## src/rtl/req_pend4_if.sv

```systemverilog
// Request/acknowledge/mask bus between the pending-request block and its environment.
interface req_pend4_if;
    logic       R0, R1, R2, R3;
    logic       MLD;
    logic [3:0] MD;
    logic       ACK;
    logic       AY1, AY0;
    logic       CLR;
    logic       I0, I1, I2, I3;
    logic       OVF;

    modport master (
        output R0, R1, R2, R3, MLD, MD, ACK, AY1, AY0, CLR,
        input  I0, I1, I2, I3, OVF
    );

    modport slave (
        input  R0, R1, R2, R3, MLD, MD, ACK, AY1, AY0, CLR,
        output I0, I1, I2, I3, OVF
    );
endinterface

```

## src/rtl/req_pend4.sv

```systemverilog
// Four-channel rising-edge request latch with mask, acknowledge and sticky overflow.
// Optional macro REQ_SYNC_EN inserts a 2-flop synchroniser on each request line.
module req_pend4 (
    input  logic       clk,
    input  logic       rst_n,
    req_pend4_if.slave bus
);
    logic [3:0] r_raw;
    logic [3:0] r_smp;
    logic [3:0] s_q, s_d;
    logic [3:0] p_q, p_d;
    logic [3:0] m_q, m_d;
    logic       ovf_q, ovf_d;
    logic [3:0] rise;
    logic [3:0] ack_vec;
    logic [3:0] pend_vis;

    assign r_raw = {bus.R3, bus.R2, bus.R1, bus.R0};

`ifdef REQ_SYNC_EN
    logic [3:0] sync1_q, sync2_q;

    always_ff @(posedge clk or negedge rst_n) begin
        if (!rst_n) begin
            sync1_q <= '0;
            sync2_q <= '0;
        end else begin
            sync1_q <= r_raw;
            sync2_q <= sync1_q;
        end
    end

    assign r_smp = sync2_q;
`else
    assign r_smp = r_raw;
`endif

    always_comb begin
        ack_vec = '0;
        if (bus.ACK) begin
            ack_vec[{bus.AY1, bus.AY0}] = 1'b1;
        end

        rise = r_smp & ~s_q;
        s_d  = r_smp;
        m_d  = bus.MLD ? bus.MD : m_q;

        // A fresh edge wins over a same-cycle acknowledge; CLR beats both.
        if (bus.CLR) begin
            p_d   = '0;
            ovf_d = 1'b0;
        end else begin
            p_d   = (p_q & ~ack_vec) | rise;
            ovf_d = ovf_q | (|(rise & p_q & ~ack_vec));
        end
    end

    always_ff @(posedge clk or negedge rst_n) begin
        if (!rst_n) begin
            s_q   <= '0;
            p_q   <= '0;
            m_q   <= '0;
            ovf_q <= 1'b0;
        end else begin
            s_q   <= s_d;
            p_q   <= p_d;
            m_q   <= m_d;
            ovf_q <= ovf_d;
        end
    end

    assign pend_vis = p_q & ~m_q;
    assign bus.I0   = pend_vis[0];
    assign bus.I1   = pend_vis[1];
    assign bus.I2   = pend_vis[2];
    assign bus.I3   = pend_vis[3];
    assign bus.OVF  = ovf_q;
endmodule
```

## src/flat_wrapper.sv

```systemverilog
// flat-port wrapper written by rule: the top's interface ports become plain ports
module req_pend4_flat 
  (clk, rst_n, bus_R0, bus_R1, bus_R2, bus_R3, bus_MLD, bus_MD, bus_ACK, bus_AY1, bus_AY0, bus_CLR, bus_I0, bus_I1, bus_I2, bus_I3, bus_OVF);
  req_pend4_if bus_i ();
  input  logic clk;
  input  logic rst_n;
  input wire logic [$bits(bus_i.R0)-1:0] bus_R0;
  input wire logic [$bits(bus_i.R1)-1:0] bus_R1;
  input wire logic [$bits(bus_i.R2)-1:0] bus_R2;
  input wire logic [$bits(bus_i.R3)-1:0] bus_R3;
  input wire logic [$bits(bus_i.MLD)-1:0] bus_MLD;
  input wire logic [$bits(bus_i.MD)-1:0] bus_MD;
  input wire logic [$bits(bus_i.ACK)-1:0] bus_ACK;
  input wire logic [$bits(bus_i.AY1)-1:0] bus_AY1;
  input wire logic [$bits(bus_i.AY0)-1:0] bus_AY0;
  input wire logic [$bits(bus_i.CLR)-1:0] bus_CLR;
  output wire logic [$bits(bus_i.I0)-1:0] bus_I0;
  output wire logic [$bits(bus_i.I1)-1:0] bus_I1;
  output wire logic [$bits(bus_i.I2)-1:0] bus_I2;
  output wire logic [$bits(bus_i.I3)-1:0] bus_I3;
  output wire logic [$bits(bus_i.OVF)-1:0] bus_OVF;
  assign bus_i.R0 = bus_R0;
  assign bus_i.R1 = bus_R1;
  assign bus_i.R2 = bus_R2;
  assign bus_i.R3 = bus_R3;
  assign bus_i.MLD = bus_MLD;
  assign bus_i.MD = bus_MD;
  assign bus_i.ACK = bus_ACK;
  assign bus_i.AY1 = bus_AY1;
  assign bus_i.AY0 = bus_AY0;
  assign bus_i.CLR = bus_CLR;
  assign bus_I0 = bus_i.I0;
  assign bus_I1 = bus_i.I1;
  assign bus_I2 = bus_i.I2;
  assign bus_I3 = bus_i.I3;
  assign bus_OVF = bus_i.OVF;
  req_pend4 u_core (.clk(clk), .rst_n(rst_n), .bus(bus_i));
endmodule
```

## config.mk

```make
export PLATFORM = sky130hd
export DESIGN_NAME = req_pend4_flat
export DESIGN_NICKNAME = d
export VERILOG_FILES = /design/src/rtl/req_pend4_if.sv /design/src/rtl/req_pend4.sv /design/src/flat_wrapper.sv
export SDC_FILE = /design/constraint.sdc
export NUM_CORES = 1
export LEC_CHECK = 0
export CORE_ASPECT_RATIO = 0.9
export CORE_UTILIZATION = 30
export CTS_BUF_LIST = sky130_fd_sc_hd__clkbuf_8
export CTS_CLUSTER_DIAMETER = 30
export CTS_CLUSTER_SIZE = 28
export DETAILED_ROUTE_END_ITERATION = 8
export HOLD_SLACK_MARGIN = 0.15
export SYNTH_ARGS = -nofsm -noshare
export SYNTH_HDL_FRONTEND = slang
export SYNTH_SLANG_ARGS = --single-unit
```

## constraint.sdc

```tcl
create_clock -name clk -period 1.08 [get_ports clk]
set_input_delay 0.108 -clock clk [delete_from_list [all_inputs] [get_ports clk]]
set_output_delay 0.108 -clock clk [all_outputs]
set_load 0.02 [all_outputs]
```

==> insert_results.sql <==
INSERT INTO impl_metrics (metric_group, metric, value, unit) VALUES
('die', 'die-height', '41.5', 'um'),
('clock_network', 'cts_htree_levels', '1', ''),
('yosys', 'postSynth.asyncResetShare', '1.00', ''),
('flow_run', 'max_cap_viol', '0', ''),
('yosys', 'postSynthNetCount', '58', ''),
('placement', 'hpwlAfterDp', '818', 'um'),
('yosys', 'synth_top_area_frac', '0.627', ''),
('final_layout', 'antenna-diode-count', '0', ''),
('clock_network', 'cts_buffers', '3', ''),
('yosys', 'synth_area_leader_cell', 'dfrtp_1', ''),
('setup_path', 'criticalPathCategory', 'input pin to register', ''),
('sta', 'rsz0062_at_grt', 'false', ''),
('yosys', 'top_count_cell_post_synth', 'dfrtp_1', ''),
('setup_path', 'reg2reg_setup_slack', '160', 'ps'),
('yosys', 'yosysSeqAreaShare', '0.627', ''),
('setup_path', 'rr_worst_depth', '3', ''),
('die', 'die_width', '45.9', 'um'),
('sta', 'worstMarginPinSlew', '210', 'ps'),
('yosys', 'synth.ff_latch_count', '13', ''),
('setup_path', 'critical_path.startpoint_type', 'input pin', ''),
('global_route', 'grt_first_pass_wirelength', '1790', 'um'),
('global_route', 'globalRouteOverflowTotal', '0', ''),
('sta', 'finalSetupViolCount', '0', ''),
('final_layout', 'nets', '89', ''),
('power_and_ir_drop', 'p_per_area', '1370', 'nW/um^2'),
('final_layout', 'fillers', '155', ''),
('final_layout', 'finish.utilization', '0.540', ''),
('die', 'floorplan.core_area', '1530', 'sq um'),
('detailed_routing', 'postRouteAntennaNets', '0', ''),
('clock_network', 'clk_root_buffer_cell', 'clkbuf_8', ''),
('yosys', 'synth.area.top_cells', 'dfrtp_1 63%, mux2_2 8.7%, nor2b_1 7.2%', ''),
('worst_hold_path', 'hold_path_class', 'input pin to asynchronous set/reset pin', ''),
('placement', 'globalplace.congestion', '0.734', ''),
('sta', 'layout_worst_path_cycle_share', '0.959', ''),
('die', 'row_count', '13', ''),
('clock_network', 'cts.reportedPaths.clkPinSlew', '50', 'ps'),
('detailed_routing', 'wl_per_cell', '11.1', 'um'),
('setup_path', 'timing.critical_path.from', 'bus_AY1', ''),
('yosys', 'postSynth.topFlopCell', 'dfrtp_1', ''),
('power_and_ir_drop', 'total_leakage_power', '0.387', 'nW'),
('final_layout', 'layout.cell_area.non_filler', '826', 'sq um'),
('sta', 'setup-tns-final', '0', 'ps'),
('setup_path', 'critPathRequiredTime', '1190', 'ps'),
('sta', 'holdWs', '173', 'ps'),
('yosys', 'syn-instance-count', '43', ''),
('global_route', 'first_global_vias', '411', ''),
('placement', 'dpl_cell_area', '790', 'sq um'),
('final_layout', 'share_of_post_route_cells_with_drive_strength_above_1', '0.274', ''),
('detailed_routing', 'totalWireLength', '1060', 'um'),
('global_route', 'antenna_found_initial', '0', ''),
('yosys', 'syn_area', '519', 'sq um'),
('detailed_routing', 'post-route-drc-count', '0', ''),
('yosys', 'yosysWarnings', '0', ''),
('final_layout', 'multi_input_area', '193', 'sq um'),
('final_layout', 'sequential_cell_area', '325', 'sq um'),
('power_and_ir_drop', 'vdd_drop_max', '0.802', 'mV'),
('clock_network', 'clkLatencyLatePin', '240', 'ps'),
('detailed_routing', 'drtPass1Iterations', '2', ''),
('yosys', 'post_synth.cell_area_avg', '12.1', 'sq um'),
('sta', 'finalWorstPathRequiredPeriod', '1040', 'ps'),
('yosys', 'synth_enable_flop_cells', '0', ''),
('status', 'outcome', 'complete, no violations', ''),
('sta', 'achievable-frequency', '0.965', 'GHz'),
('sta', 'final-max-slew-violation-count', '0', ''),
('die', 'initial_standard_cell_utilization_of_the_core', '0.340', ''),
('placement', 'port_buffers', '19', ''),
('sta', 'timing.max_slew.rel_slack', '0.859', ''),
('global_route', 'grtUsageTotal', '0.133', ''),
('sta', 'worst_clock_skew', '3.59', 'ps'),
('sta', 'final_hold_viol_count', '0', ''),
('setup_path', 'worst-endpoint-arrival', '1140', 'ps');
repair_timing:
action	4_1_cts	5_1_grt
buffers inserted	0	0
cloned	0	0
hold buffers	0	0
hold endpoints to repair	0	0
gates resized for setup	17	5
endpoints found under the setup margin	5	3
sequential cells by signal, indices dropped and copies added (netlist names):
name / count
u_core.bus.OVF: 1
u_core.m_q: 4
u_core.p_q: 4
u_core.s_q: 4
stage by stage:
stage               cells  setup slack [ps]
floorplan              43               214
global placement       91              -239
detailed placement     91              -250
global route           95              4.48
CTS                    95              5.28
finish                 95              43.9
layout by cell type (no fill, tap or decap), drive strengths merged:
cell / instances
nor2b: 6
clkdlybuf4s50: 12
a41oi: 2
o2111ai: 1
inv: 3
nand2: 2
clkdlybuf4s15: 1
clkbuf: 3
o21ai: 1
mux2: 4
dlymetal6s2s: 2
nand3b: 1
buf: 11
nor2: 3
nand3: 3
dfrtp: 13
a22oi: 1
or3b: 1
a21oi: 3
layout make-up:
type / instances / share of cell area
flip-flops and latches: 13 / 0.394
inverters: 2 / 0.00909
repair buffers: 26 / 0.276
well taps: 22 / 0.0333
multi-input cells: 28 / 0.233
clock inverters: 1 / 0.00455
clock buffers: 3 / 0.0500
per-layer routing:
metal	part of all wire	GRT usage	up-vias
li1	-	-	215
met1	0.48	0.180	191
met2	0.44	0.186	13
met3	0.078	0.0826	0
met4	0	0.0176	0
met5	0	0	-
worst max-delay path, cell delays in order:
cell	delay, ps
clkdlybuf4s50_1	450
or3b_4	400
nand3_1	90
a41oi_1	100
worst min path at each step:
stage | to | slack, ps | from | depth (start not counted)
2_1_floorplan | u_core.bus.OVF | -190 | rst_n | 0
3_3_place_gp | u_core.s_q[0] | 430 | rst_n | 2
3_5_place_dp | u_core.s_q[0] | 440 | rst_n | 2
4_1_cts | u_core.s_q[1] | 170 | rst_n | 2
5_1_grt | u_core.s_q[0] | 210 | rst_n | 2
6_report | u_core.m_q[1] | 170 | rst_n | 2
report_power, final:
part	internal, mW	leakage [nW]	switching, mW
Sequential	0.523	0.160	0.0161
Clock	0.250	0.0269	0.162
Combinational	0.105	0.200	0.0723
Total	0.878	0.387	0.251
kinds of logic (layout without fill, tap and decap cells):
family / after synthesis / count (layout) / share of synthesized area
buf+inv: 2 / 32 / 0.0145
mux: 4 / 4 / 0.0867
simple gates: 16 / 16 / 0.169
compound gates: 8 / 8 / 0.104
flops: 13 / 13 / 0.627
No activity file was read; power rests on OpenSTA's default activity.
